<file path="config.mk">
export PLATFORM = sky130hd
export DESIGN_NAME = multicycle_ctrl_hs
export DESIGN_NICKNAME = d
export VERILOG_FILES = /design/src/rtl/multicycle_ctrl_hs_pkg.sv /design/src/rtl/multicycle_ctrl_hs_sat_counter.sv /design/src/rtl/multicycle_ctrl_hs.sv
export SDC_FILE = /design/constraint.sdc
export NUM_CORES = 1
export LEC_CHECK = 0
export ABC_AREA = 0
export ABC_CLOCK_PERIOD_IN_PS = 4900
export CAP_MARGIN = 40
export CELL_PAD_IN_SITES_DETAIL_PLACEMENT = 1
export CELL_PAD_IN_SITES_GLOBAL_PLACEMENT = 1
export CORE_AREA = 2 2 80 82
export CTS_CLUSTER_DIAMETER = 50
export DETAILED_ROUTE_END_ITERATION = 8
export DIE_AREA = 0 0 82 84
export PLACE_DENSITY_LB_ADDON = 0.15
export SETUP_SLACK_MARGIN = 0.4
export SYNTH_ARGS = -nofsm -noshare
export SYNTH_HDL_FRONTEND = slang
export SYNTH_SLANG_ARGS = --single-unit
</file>
<file path="constraint.sdc">
create_clock -name clock -period 4.9 [get_ports clock]
set_clock_uncertainty 0.1 [all_clocks]
set_input_delay 0.49 -clock clock [delete_from_list [all_inputs] [get_ports clock]]
set_output_delay 0.49 -clock clock [all_outputs]
set_load 0.02 [all_outputs]
</file>
<file path="src/rtl/multicycle_ctrl_hs_pkg.sv">
// Shared codes for the multi-cycle controller:
// state encodings, opcodes and ALU operand/op selects.
package ctrl_pkg;

  typedef enum logic [3:0] {
    RESET_S = 4'd0,
    FETCH   = 4'd1,
    DECODE  = 4'd2,
    ASN     = 4'd3,
    ALU_WB  = 4'd4,
    SHIFT   = 4'd5,
    ORI_RD  = 4'd6,
    ORI_EX  = 4'd7,
    ORI_WB  = 4'd8,
    LD_MEM  = 4'd9,
    LD_WB   = 4'd10,
    ST_MEM  = 4'd11,
    BR      = 4'd12,
    HALT    = 4'd13
  } state_e;

  localparam logic [3:0] OP_LOAD    = 4'b0000;
  localparam logic [3:0] OP_STORE   = 4'b0010;
  localparam logic [3:0] OP_ADD     = 4'b0100;
  localparam logic [3:0] OP_SUB     = 4'b0110;
  localparam logic [3:0] OP_NAND    = 4'b1000;
  localparam logic [3:0] OP_BPZ     = 4'b1101;
  localparam logic [3:0] OP_BZ      = 4'b0101;
  localparam logic [3:0] OP_BNZ     = 4'b1001;
  localparam logic [3:0] OP_NOPSTOP = 4'b0001;
  localparam logic [2:0] SFX_SHIFT  = 3'b011;
  localparam logic [2:0] SFX_ORI    = 3'b111;

  localparam logic [2:0] A2_R2    = 3'b000;
  localparam logic [2:0] A2_ONE   = 3'b001;
  localparam logic [2:0] A2_SIMM4 = 3'b010;
  localparam logic [2:0] A2_ZIMM5 = 3'b011;
  localparam logic [2:0] A2_SHAMT = 3'b100;

  localparam logic [2:0] ALU_ADD   = 3'b000;
  localparam logic [2:0] ALU_SUB   = 3'b001;
  localparam logic [2:0] ALU_OR    = 3'b010;
  localparam logic [2:0] ALU_NAND  = 3'b011;
  localparam logic [2:0] ALU_SHIFT = 3'b100;

  function automatic logic is_asn(input logic [3:0] op);
    return op == OP_ADD || op == OP_SUB || op == OP_NAND;
  endfunction

  function automatic logic is_br(input logic [3:0] op);
    return op == OP_BPZ || op == OP_BZ || op == OP_BNZ;
  endfunction

endpackage

</file>
<file path="src/rtl/multicycle_ctrl_hs_sat_counter.sv">
// Up-counter that sticks at all-ones; cleared only by reset.
module sat_counter #(
  parameter int W = 16
) (
  input  logic         clock,
  input  logic         reset,
  input  logic         inc,
  output logic [W-1:0] count
);

  logic [W-1:0] cnt_d, cnt_q;

  always_comb begin
    cnt_d = cnt_q;
    if (inc && cnt_q != '1) cnt_d = cnt_q + 1'b1;
  end

  always_ff @(posedge clock or posedge reset) begin
    if (reset) cnt_q <= '0;
    else       cnt_q <= cnt_d;
  end

  assign count = cnt_q;

endmodule

</file>
<file path="src/rtl/multicycle_ctrl_hs.sv">
// Multi-cycle control FSM with memory handshake,
// resumable HALT and saturating debug counters.
module multicycle_ctrl_hs #(
  parameter int CNT_W        = 16,
  parameter int MEM_HS       = 1,
  parameter int ILLEGAL_HALT = 1
) (
  input  logic             clock,
  input  logic             reset,
  input  logic [3:0]       instr,
  input  logic             NOP,
  input  logic             N,
  input  logic             Z,
  input  logic             mem_ready,
  input  logic             resume,
  output logic             PCwrite,
  output logic             AddrSel,
  output logic             MemRead,
  output logic             MemWrite,
  output logic             IRload,
  output logic             R1Sel,
  output logic             MDRload,
  output logic             R1R2Load,
  output logic             ALU1,
  output logic             ALUOutWrite,
  output logic             RFWrite,
  output logic             RegIn,
  output logic             FlagWrite,
  output logic [2:0]       ALU2,
  output logic [2:0]       ALUop,
  output logic [3:0]       ostate,
  output logic             instr_done,
  output logic             halted,
  output logic [CNT_W-1:0] cycle_count,
  output logic [CNT_W-1:0] instr_count
);

  import ctrl_pkg::*;

  state_e state_d, state_q;
  logic   rdy;
  logic   cyc_inc;

  assign rdy = (MEM_HS != 0) ? mem_ready : 1'b1;

  always_comb begin
    state_d = state_q;
    case (state_q)
      RESET_S: state_d = FETCH;
      FETCH:   if (rdy) state_d = DECODE;
      DECODE: begin
        unique case (1'b1)
          is_asn(instr):           state_d = ASN;
          instr[2:0] == SFX_SHIFT: state_d = SHIFT;
          instr[2:0] == SFX_ORI:   state_d = ORI_RD;
          instr == OP_LOAD:        state_d = LD_MEM;
          instr == OP_STORE:       state_d = ST_MEM;
          is_br(instr):            state_d = BR;
          instr == OP_NOPSTOP:     state_d = NOP ? FETCH : HALT;
          default:
            state_d = (ILLEGAL_HALT != 0) ? HALT : RESET_S;
        endcase
      end
      ASN, SHIFT: state_d = ALU_WB;
      ALU_WB:     state_d = FETCH;
      ORI_RD:     state_d = ORI_EX;
      ORI_EX:     state_d = ORI_WB;
      ORI_WB:     state_d = FETCH;
      LD_MEM:     if (rdy) state_d = LD_WB;
      LD_WB:      state_d = FETCH;
      ST_MEM:     if (rdy) state_d = FETCH;
      BR:         state_d = FETCH;
      HALT:       if (resume) state_d = FETCH;
      default:    state_d = RESET_S;
    endcase
  end

  always_ff @(posedge clock or posedge reset) begin
    if (reset) state_q <= RESET_S;
    else       state_q <= state_d;
  end

  // Controls decode straight off the state so reset clears them at once
  always_comb begin
    PCwrite     = 1'b0;
    AddrSel     = 1'b0;
    MemRead     = 1'b0;
    MemWrite    = 1'b0;
    IRload      = 1'b0;
    R1Sel       = 1'b0;
    MDRload     = 1'b0;
    R1R2Load    = 1'b0;
    ALU1        = 1'b0;
    ALUOutWrite = 1'b0;
    RFWrite     = 1'b0;
    RegIn       = 1'b0;
    FlagWrite   = 1'b0;
    ALU2        = A2_R2;
    ALUop       = ALU_ADD;
    instr_done  = 1'b0;
    halted      = 1'b0;
    case (state_q)
      FETCH: begin
        AddrSel = 1'b1;
        MemRead = 1'b1;
        ALU2    = A2_ONE;
        PCwrite = rdy;
        IRload  = rdy;
      end
      DECODE: begin
        R1R2Load   = 1'b1;
        instr_done = (instr == OP_NOPSTOP);
      end
      ASN: begin
        ALU1        = 1'b1;
        ALUOutWrite = 1'b1;
        FlagWrite   = 1'b1;
        if (instr == OP_SUB)  ALUop = ALU_SUB;
        if (instr == OP_NAND) ALUop = ALU_NAND;
      end
      SHIFT: begin
        ALU1        = 1'b1;
        ALU2        = A2_SHAMT;
        ALUop       = ALU_SHIFT;
        ALUOutWrite = 1'b1;
        FlagWrite   = 1'b1;
      end
      ALU_WB: begin
        RFWrite    = 1'b1;
        instr_done = 1'b1;
      end
      ORI_RD: begin
        R1Sel    = 1'b1;
        R1R2Load = 1'b1;
      end
      ORI_EX: begin
        ALU1        = 1'b1;
        ALU2        = A2_ZIMM5;
        ALUop       = ALU_OR;
        ALUOutWrite = 1'b1;
        FlagWrite   = 1'b1;
      end
      ORI_WB: begin
        R1Sel      = 1'b1;
        RFWrite    = 1'b1;
        instr_done = 1'b1;
      end
      LD_MEM: begin
        MemRead = 1'b1;
        MDRload = rdy;
      end
      LD_WB: begin
        RFWrite     = 1'b1;
        RegIn       = 1'b1;
        ALUOutWrite = 1'b1;
        instr_done  = 1'b1;
      end
      ST_MEM: begin
        MemWrite   = 1'b1;
        instr_done = rdy;
      end
      BR: begin
        ALU2       = A2_SIMM4;
        instr_done = 1'b1;
        if (instr == OP_BPZ) PCwrite = ~N;
        if (instr == OP_BZ)  PCwrite = Z;
        if (instr == OP_BNZ) PCwrite = ~Z;
      end
      HALT:    halted = 1'b1;
      default: ;
    endcase
  end

  assign ostate  = state_q;
  assign cyc_inc = state_q != RESET_S && state_q != HALT;

  sat_counter #(.W(CNT_W)) u_cyc (
    .clock (clock),
    .reset (reset),
    .inc   (cyc_inc),
    .count (cycle_count)
  );

  sat_counter #(.W(CNT_W)) u_ins (
    .clock (clock),
    .reset (reset),
    .inc   (instr_done),
    .count (instr_count)
  );

endmodule
</file>
==> impl_metrics.env, run 1 <==
export IMPL_drtPass1Iterations=4
export IMPL_io_pins=68
export IMPL_holdBufCountCts=0
export IMPL_drive_gt1_share_pct=7.33
export IMPL_critPathArrivalTime_ns=2.57
export IMPL_antenna_found_initial=0
export IMPL_ys_top_cells_by_count="dfrtp_1 (36), nor2_1 (25), nand2_1 (22)"
export IMPL_crit_type="reg2out"
export IMPL_cts_buffers_inserted=5
export IMPL_drc=0
export IMPL_post_route_min_period_ns=3.16
export IMPL_synth_compound_area_share_pct=11.4
export IMPL_rsz0062_at_grt="no"
export IMPL_worst_pin_slew_ns=0.735
export IMPL_synth_xor_area_share_pct=11.0
export IMPL_nNetsFinal=312
export IMPL_track_usage_pct=17.6
export IMPL_final_antenna_net_count=0
export IMPL_die_x_microns=82
export IMPL_cp_buffers_inverters=1
export IMPL_via_per_inst=5.27
export IMPL_synth_top_area_cell="dfrtp_1"
export IMPL_cts_htree_levels=2
export IMPL_yosysTopAreaCellShare_pct=42.0
export IMPL_ctsResizeCount=0
export IMPL_synth_simple_area_share_pct=27.3
export IMPL_crit_path_top_delay_cell="dfrtp_1"
export IMPL_dieHeight_microns=84
export IMPL_rows=29
export IMPL_end_kind="output port"
export IMPL_yosysWarnings=0
export IMPL_synth_edff_count=0
export IMPL_status="completed"
export IMPL_setup_viol=0
export IMPL_syn_area_per_cell_sq_um=9.10
export IMPL_cts_setup_buffers=0
export IMPL_ys_ff_latch=36
export IMPL_finalHoldViolCount=0
export IMPL_cts_buffer_depth=2
export IMPL_timing_final_crit_share_pct=64.4
export IMPL_synthFlopType="dfrtp_1"
export IMPL_async_reset_ff_share_pct=100
export IMPL_gp_congestion=0.795
export IMPL_required_ns=4.31
export IMPL_synth_cell_types=47
export IMPL_port_buffers=67
export IMPL_clock_fmax_mhz=317
export IMPL_hp_class="reg2reg"
export IMPL_power_density_nw_per_um2=532
export IMPL_fin_area_sq_um=2940
export IMPL_slew_viol_final=0
export IMPL_vdd_drop_max_v=0.000316
export IMPL_slew_headroom_pct=51.0
export IMPL_grt_pass1_vias=2088
export IMPL_grt_max_degree=37
export IMPL_clock_root_buffer="clkbuf_8"
export IMPL_worst_skew_pair_late_latency_ns=0.27
export IMPL_synth_top_family_by_area="simple AND/OR/NAND/NOR gates"
export IMPL_synth_nets=249
export IMPL_die_area_sq_um=6890
export IMPL_wl_per_cell_microns=15.2
export IMPL_cts_tree="built"
export IMPL_cpPeakStageDelay_ns=0.66
export IMPL_synth_area_top_cells="dfrtp_1 (42%), xnor2_1 (7.8%), nor2_1 (4.4%)"
export IMPL_cts_sink_count=36
export IMPL_p_total_mw=1.56
export IMPL_start_util_pct=35.2
export IMPL_core_sq_um=6100
export IMPL_final_setup_worst_slack_ns=1.74
export IMPL_cp_top_family="simple AND/OR/NAND/NOR gates"
export IMPL_maxCapViolCount=0
export IMPL_syn_to_final_growth_pct=37.1
export IMPL_dpl_instance_area_sq_um=2850
export IMPL_stdcell_count=377
export IMPL_clk_pin_slew_ns=0.07
export IMPL_muxShareOfSynthArea_pct=2.56
export IMPL_gr_total_overflow=0
export IMPL_drt_wl_total_mm=5.72
export IMPL_cp_max_fo=16
export IMPL_synth_fa_ha_area_share_pct=1.17
export IMPL_num_vias=1987
export IMPL_dp_cells=369
export IMPL_nFillCells=710
export IMPL_yosysSeqAreaShare_pct=42.0
export IMPL_antennaDiodeCount=0
export IMPL_synthesis_area_sq_um=2150
export IMPL_dp_hpwl_mm=4.23
export IMPL_yosysMostFrequentCell="dfrtp_1"
export IMPL_finalSetupTns_ns=0
export IMPL_first_iter_violations=44
export IMPL_p_leak_nw=1.20
export IMPL_post_place_ws_ns=1.85
export IMPL_path_cells="nand2b_1 > or2_2 > nor3_1 > a31o_2 > clkdlybuf4s50_1"
export IMPL_start_kind="register"
export IMPL_grt_pass1_wl_mm=9.76
export IMPL_synthCells=236
-- flip-flops by register name (all words and copies together), names as in the netlist --
signal	count
u_cyc.count	16
u_ins.count	16
ostate	4
-- worst register-to-register path, stage by stage (launching register included) --
cell and delay (ns):
dfrtp_1 0.82, nand2b_1 0.30, a21o_1 0.26, a21oi_2 0.55
mux2_2 0.40
-- metrics by stage --
step	utilization (%)	hold WS [ns]
2_1_floorplan	-	0.495
3_3_place_gp	46.8	0.380
3_5_place_dp	46.8	0.390
4_1_cts	48.3	0.400
5_1_grt	48.3	0.423
6_report	48.3	0.390
-- per-layer routing --
| layer | vias up | track usage (%) | wire [microns] |
|---|---|---|---|
| met5 | - | 0 | 0 |
| li1 | 969 | - | - |
| met1 | 974 | 23.7 | 2720 |
| met2 | 42 | 28.8 | 2750 |
| met4 | 0 | 4.39 | 36 |
| met3 | 2 | 3.35 | 215 |
-- power breakdown --
| group | internal, mW | total, mW | switching, mW |
|---|---|---|---|
| Combinational | 0.380 | 0.828 | 0.447 |
| Sequential | 0.367 | 0.523 | 0.155 |
| Clock | 0.112 | 0.215 | 0.103 |
-- final timing paths --
check	startpoint	endpoint	slack [ns]	cells after the start
hold / removal	u_cyc.count[13]	u_cyc.count[13]	0.39	1
max in group asynchronous	reset	u_ins.count[14]	3.85	3
setup / recovery	ostate[0]	PCwrite	1.74	5
hold reg to reg	u_cyc.count[13]	u_cyc.count[13]	0.39	1
setup reg to reg	ostate[3]	u_ins.count[1]	2.37	4
min in group asynchronous	reset	u_cyc.count[11]	0.53	3
-- final cells by class --
class / count / area (sq um) / area share, %
tap: 77 / 96.3 / 3.27
clock buffer: 6 / 82.6 / 2.80
inverter: 8 / 30.0 / 1.02
multi-input combinational: 180 / 1150 / 38.9
clock inverter: 2 / 10.0 / 0.340
sequential: 36 / 901 / 30.6
timing repair buffer: 68 / 678 / 23.0
-- logic make-up (layout without fill, tap and decap cells) --
logic type | count (synthesis) | count (layout)
xor gates and xnor gates | 27 | 27
muxes | 5 | 5
DFF | 36 | 36
AOI/OAI and AO/OA | 35 | 35
and+or+nand+nor | 111 | 111
buffers and inverters | 20 | 84
adders and majority gates | 2 | 2
-- cells in the final DEF, fill, tap and decap left out, drive strengths merged, types with 3 or more instances in the layout --
| cell type | netlist | routed |
|---|---|---|
| nor3b | 3 | 3 |
| dfrtp | 36 | 36 |
| a21oi | 12 | 12 |
| inv | 8 | 8 |
| a31oi | 3 | 3 |
| o21ai | 4 | 4 |
| nand2 | 22 | 22 |
| or4 | 4 | 4 |
| nand2b | 5 | 5 |
| mux2 | 4 | 4 |
| xnor2 | 19 | 19 |
| clkdlybuf4s50 | 0 | 67 |
| nor2 | 25 | 25 |
| xor2 | 8 | 8 |
| and2 | 4 | 4 |
| and3 | 6 | 6 |
| nor4 | 3 | 3 |
| nand3 | 9 | 9 |
| nor3 | 9 | 9 |
| nand4 | 13 | 13 |
| clkbuf | 4 | 6 |
No activity file was read; power rests on OpenSTA's default activity.
==> inputs of run 2 (changes only) <==
--- a/config.mk
+++ b/config.mk
@@ -6,14 +6,14 @@
 export NUM_CORES = 1
 export LEC_CHECK = 0
 export ABC_AREA = 0
-export ABC_CLOCK_PERIOD_IN_PS = 4900
+export ABC_CLOCK_PERIOD_IN_PS = 3240
 export CAP_MARGIN = 40
 export CELL_PAD_IN_SITES_DETAIL_PLACEMENT = 1
 export CELL_PAD_IN_SITES_GLOBAL_PLACEMENT = 1
-export CORE_AREA = 2 2 80 82
+export CORE_AREA = 2 2 83 85
 export CTS_CLUSTER_DIAMETER = 50
 export DETAILED_ROUTE_END_ITERATION = 8
-export DIE_AREA = 0 0 82 84
+export DIE_AREA = 0 0 85 87
 export PLACE_DENSITY_LB_ADDON = 0.15
 export SETUP_SLACK_MARGIN = 0.4
 export SYNTH_ARGS = -nofsm -noshare
==> constraint.sdc (replaced) <==
create_clock -name clock -period 3.24 [get_ports clock]
set_clock_uncertainty 0.1 [all_clocks]
set_input_delay 0.324 -clock clock [delete_from_list [all_inputs] [get_ports clock]]
set_output_delay 0.324 -clock clock [all_outputs]
set_load 0.02 [all_outputs]
==> impl_metrics.env, run 2 (same netlist as run 1, synthesis figures left out) <==
export IMPL_status="completed"
export IMPL_nNetsFinal=317
export IMPL_finalHoldViolCount=0
export IMPL_dp_hpwl_mm=4.43
export IMPL_r2r_start="ostate[2]"
export IMPL_setup_viol=0
export IMPL_dieHeight_microns=87
export IMPL_gp_congestion=0.768
export IMPL_final_antenna_net_count=0
export IMPL_clock_fmax_mhz=372
export IMPL_crit_type="reg2out"
export IMPL_antennaDiodeCount=0
export IMPL_maxCapViolCount=0
export IMPL_power_density_nw_per_um2=829
export IMPL_port_buffers=67
export IMPL_startpoint="ostate[3]"
export IMPL_seq_area_sq_um=903
export IMPL_grt_max_degree=37
export IMPL_grt_pass1_vias=2024
export IMPL_syn_to_final_growth_pct=40.5
export IMPL_finalSetupTns_ns=0
export IMPL_start_util_pct=32.7
export IMPL_antenna_found_initial=0
export IMPL_end_kind="output port"
export IMPL_p_comb_share_pct=53.6
export IMPL_holdBufCountCts=0
export IMPL_gr_total_overflow=0
export IMPL_drtPass1Iterations=4
export IMPL_track_usage_pct=16.7
export IMPL_die_x_microns=85
export IMPL_slew_headroom_pct=61.3
export IMPL_clock_root_buffer="clkbuf_8"
export IMPL_rr_endpoint="u_ins.count[8]"
export IMPL_required_ns=2.82
export IMPL_timing_final_crit_share_pct=82.9
export IMPL_start_kind="register"
export IMPL_cts_buffers_inserted=5
export IMPL_core_sq_um=6570
export IMPL_drc=0
export IMPL_switchingPower_mw=1.10
export IMPL_pwr_share_seq_pct=30.4
export IMPL_cp_max_fo=14
export IMPL_layout_commonest_cell="clkdlybuf4s50_1"
export IMPL_p_clk_share_pct=16.0
export IMPL_grt_pass1_wl_mm=9.97
export IMPL_drive_gt1_share_pct=10.2
export IMPL_p_int_mw=1.40
export IMPL_cts_buffer_depth=2
export IMPL_io_pins=68
export IMPL_first_iter_violations=41
export IMPL_slew_viol_final=0
export IMPL_worst_skew_pair_late_latency_ns=0.29
export IMPL_drt_wl_total_mm=6.07
export IMPL_rsz0062_at_grt="no"
export IMPL_mostFrequentLayoutCells="clkdlybuf4s50_1 (67), dfrtp_1 (34), nor2_1 (25)"
export IMPL_critPathArrivalTime_ns=2.26
export IMPL_nFillCells=742
export IMPL_endpoint="ALUop[0]"
export IMPL_p_leak_nw=1.23
export IMPL_wl_per_cell_microns=15.8
export IMPL_vdd_drop_max_v=0.000381
export IMPL_ff2ff_path_depth=7
export IMPL_hp_class="in2async"
export IMPL_via_per_inst=5.22
export IMPL_swShare_pct=44.0
export IMPL_num_vias=2011
export IMPL_worst_pin_slew_ns=0.573
export IMPL_multiInputGateArea_sq_um=1160
export IMPL_die_area_sq_um=7400
export IMPL_rows=30
export IMPL_cts_sink_count=36
export IMPL_cts_tree="built"
export IMPL_clk_pin_slew_ns=0.08
export IMPL_cts_htree_levels=2
export IMPL_post_route_min_period_ns=2.69
export IMPL_p_total_mw=2.50
export IMPL_rrSetupSlack_ns=0.98
## run 2: worst min path at each step
stage,from,to,slack (ns),depth (start not counted)
final,reset,u_cyc.count[12],0.36,3
after floorplan,resume,ostate[2],0.34,1
after global placement,u_cyc.count[13],u_cyc.count[13],0.39,1
after CTS,reset,u_ins.count[7],0.38,3
after global routing,u_cyc.count[13],u_cyc.count[13],0.43,1
after detailed placement,u_cyc.count[13],u_cyc.count[13],0.40,1
## run 2: area by class of cell
| type | count | area share [%] |
|---|---|---|
| multi-input combinational | 180 | 38.3 |
| sequential | 36 | 29.9 |
| timing repair buffer | 73 | 23.7 |
| tap | 80 | 3.32 |
| clock buffer | 5 | 2.28 |
| clock inverter | 3 | 1.41 |
| inverter | 8 | 0.995 |
## run 2: worst max-delay path: stages, from the launching register on
cell             delay, ns
dfrtp_2               0.51
buf_4                 0.22
or4_1                 0.53
nor2_1                0.10
clkdlybuf4s50_1       0.61
## run 2: repair_timing
| item | in CTS | in global routing |
|---|---|---|
| setup endpoints to repair | 0 | 4 |
| endpoints found under the hold margin | 0 | 0 |
| setup buffers | 0 | 0 |
| gates resized for setup | 0 | 4 |
## run 2: through the flow
step	cells	util, %	worst slack, ns	area, sq um	hold slack [ns]
detailed placement	377	44.0	0.505	2890	0.399
floorplan	236	-	0.934	2150	0.335
CTS	385	45.7	0.409	3000	0.382
finish	385	45.9	0.554	3020	0.358
global placement	377	44.0	0.561	2890	0.388
global route	385	45.9	0.426	3020	0.431
## run 2: power by group through the flow
stage	clock network, mW	logic, mW	registers [mW]
after floorplan	0	0.730	0.809
after global placement	0	1.33	0.761
after detailed placement	0	1.34	0.769
after CTS	0.411	1.36	0.761
after global routing	0.422	1.46	0.786
final	0.400	1.34	0.760
## run 2: metal layers
metal,vias to the layer above,track usage (%),wire [microns]
li1,971,-,-
met1,984,22.9,2930
met2,50,26.8,2790
met3,6,3.51,274
met4,0,4.76,78
met5,-,0,0
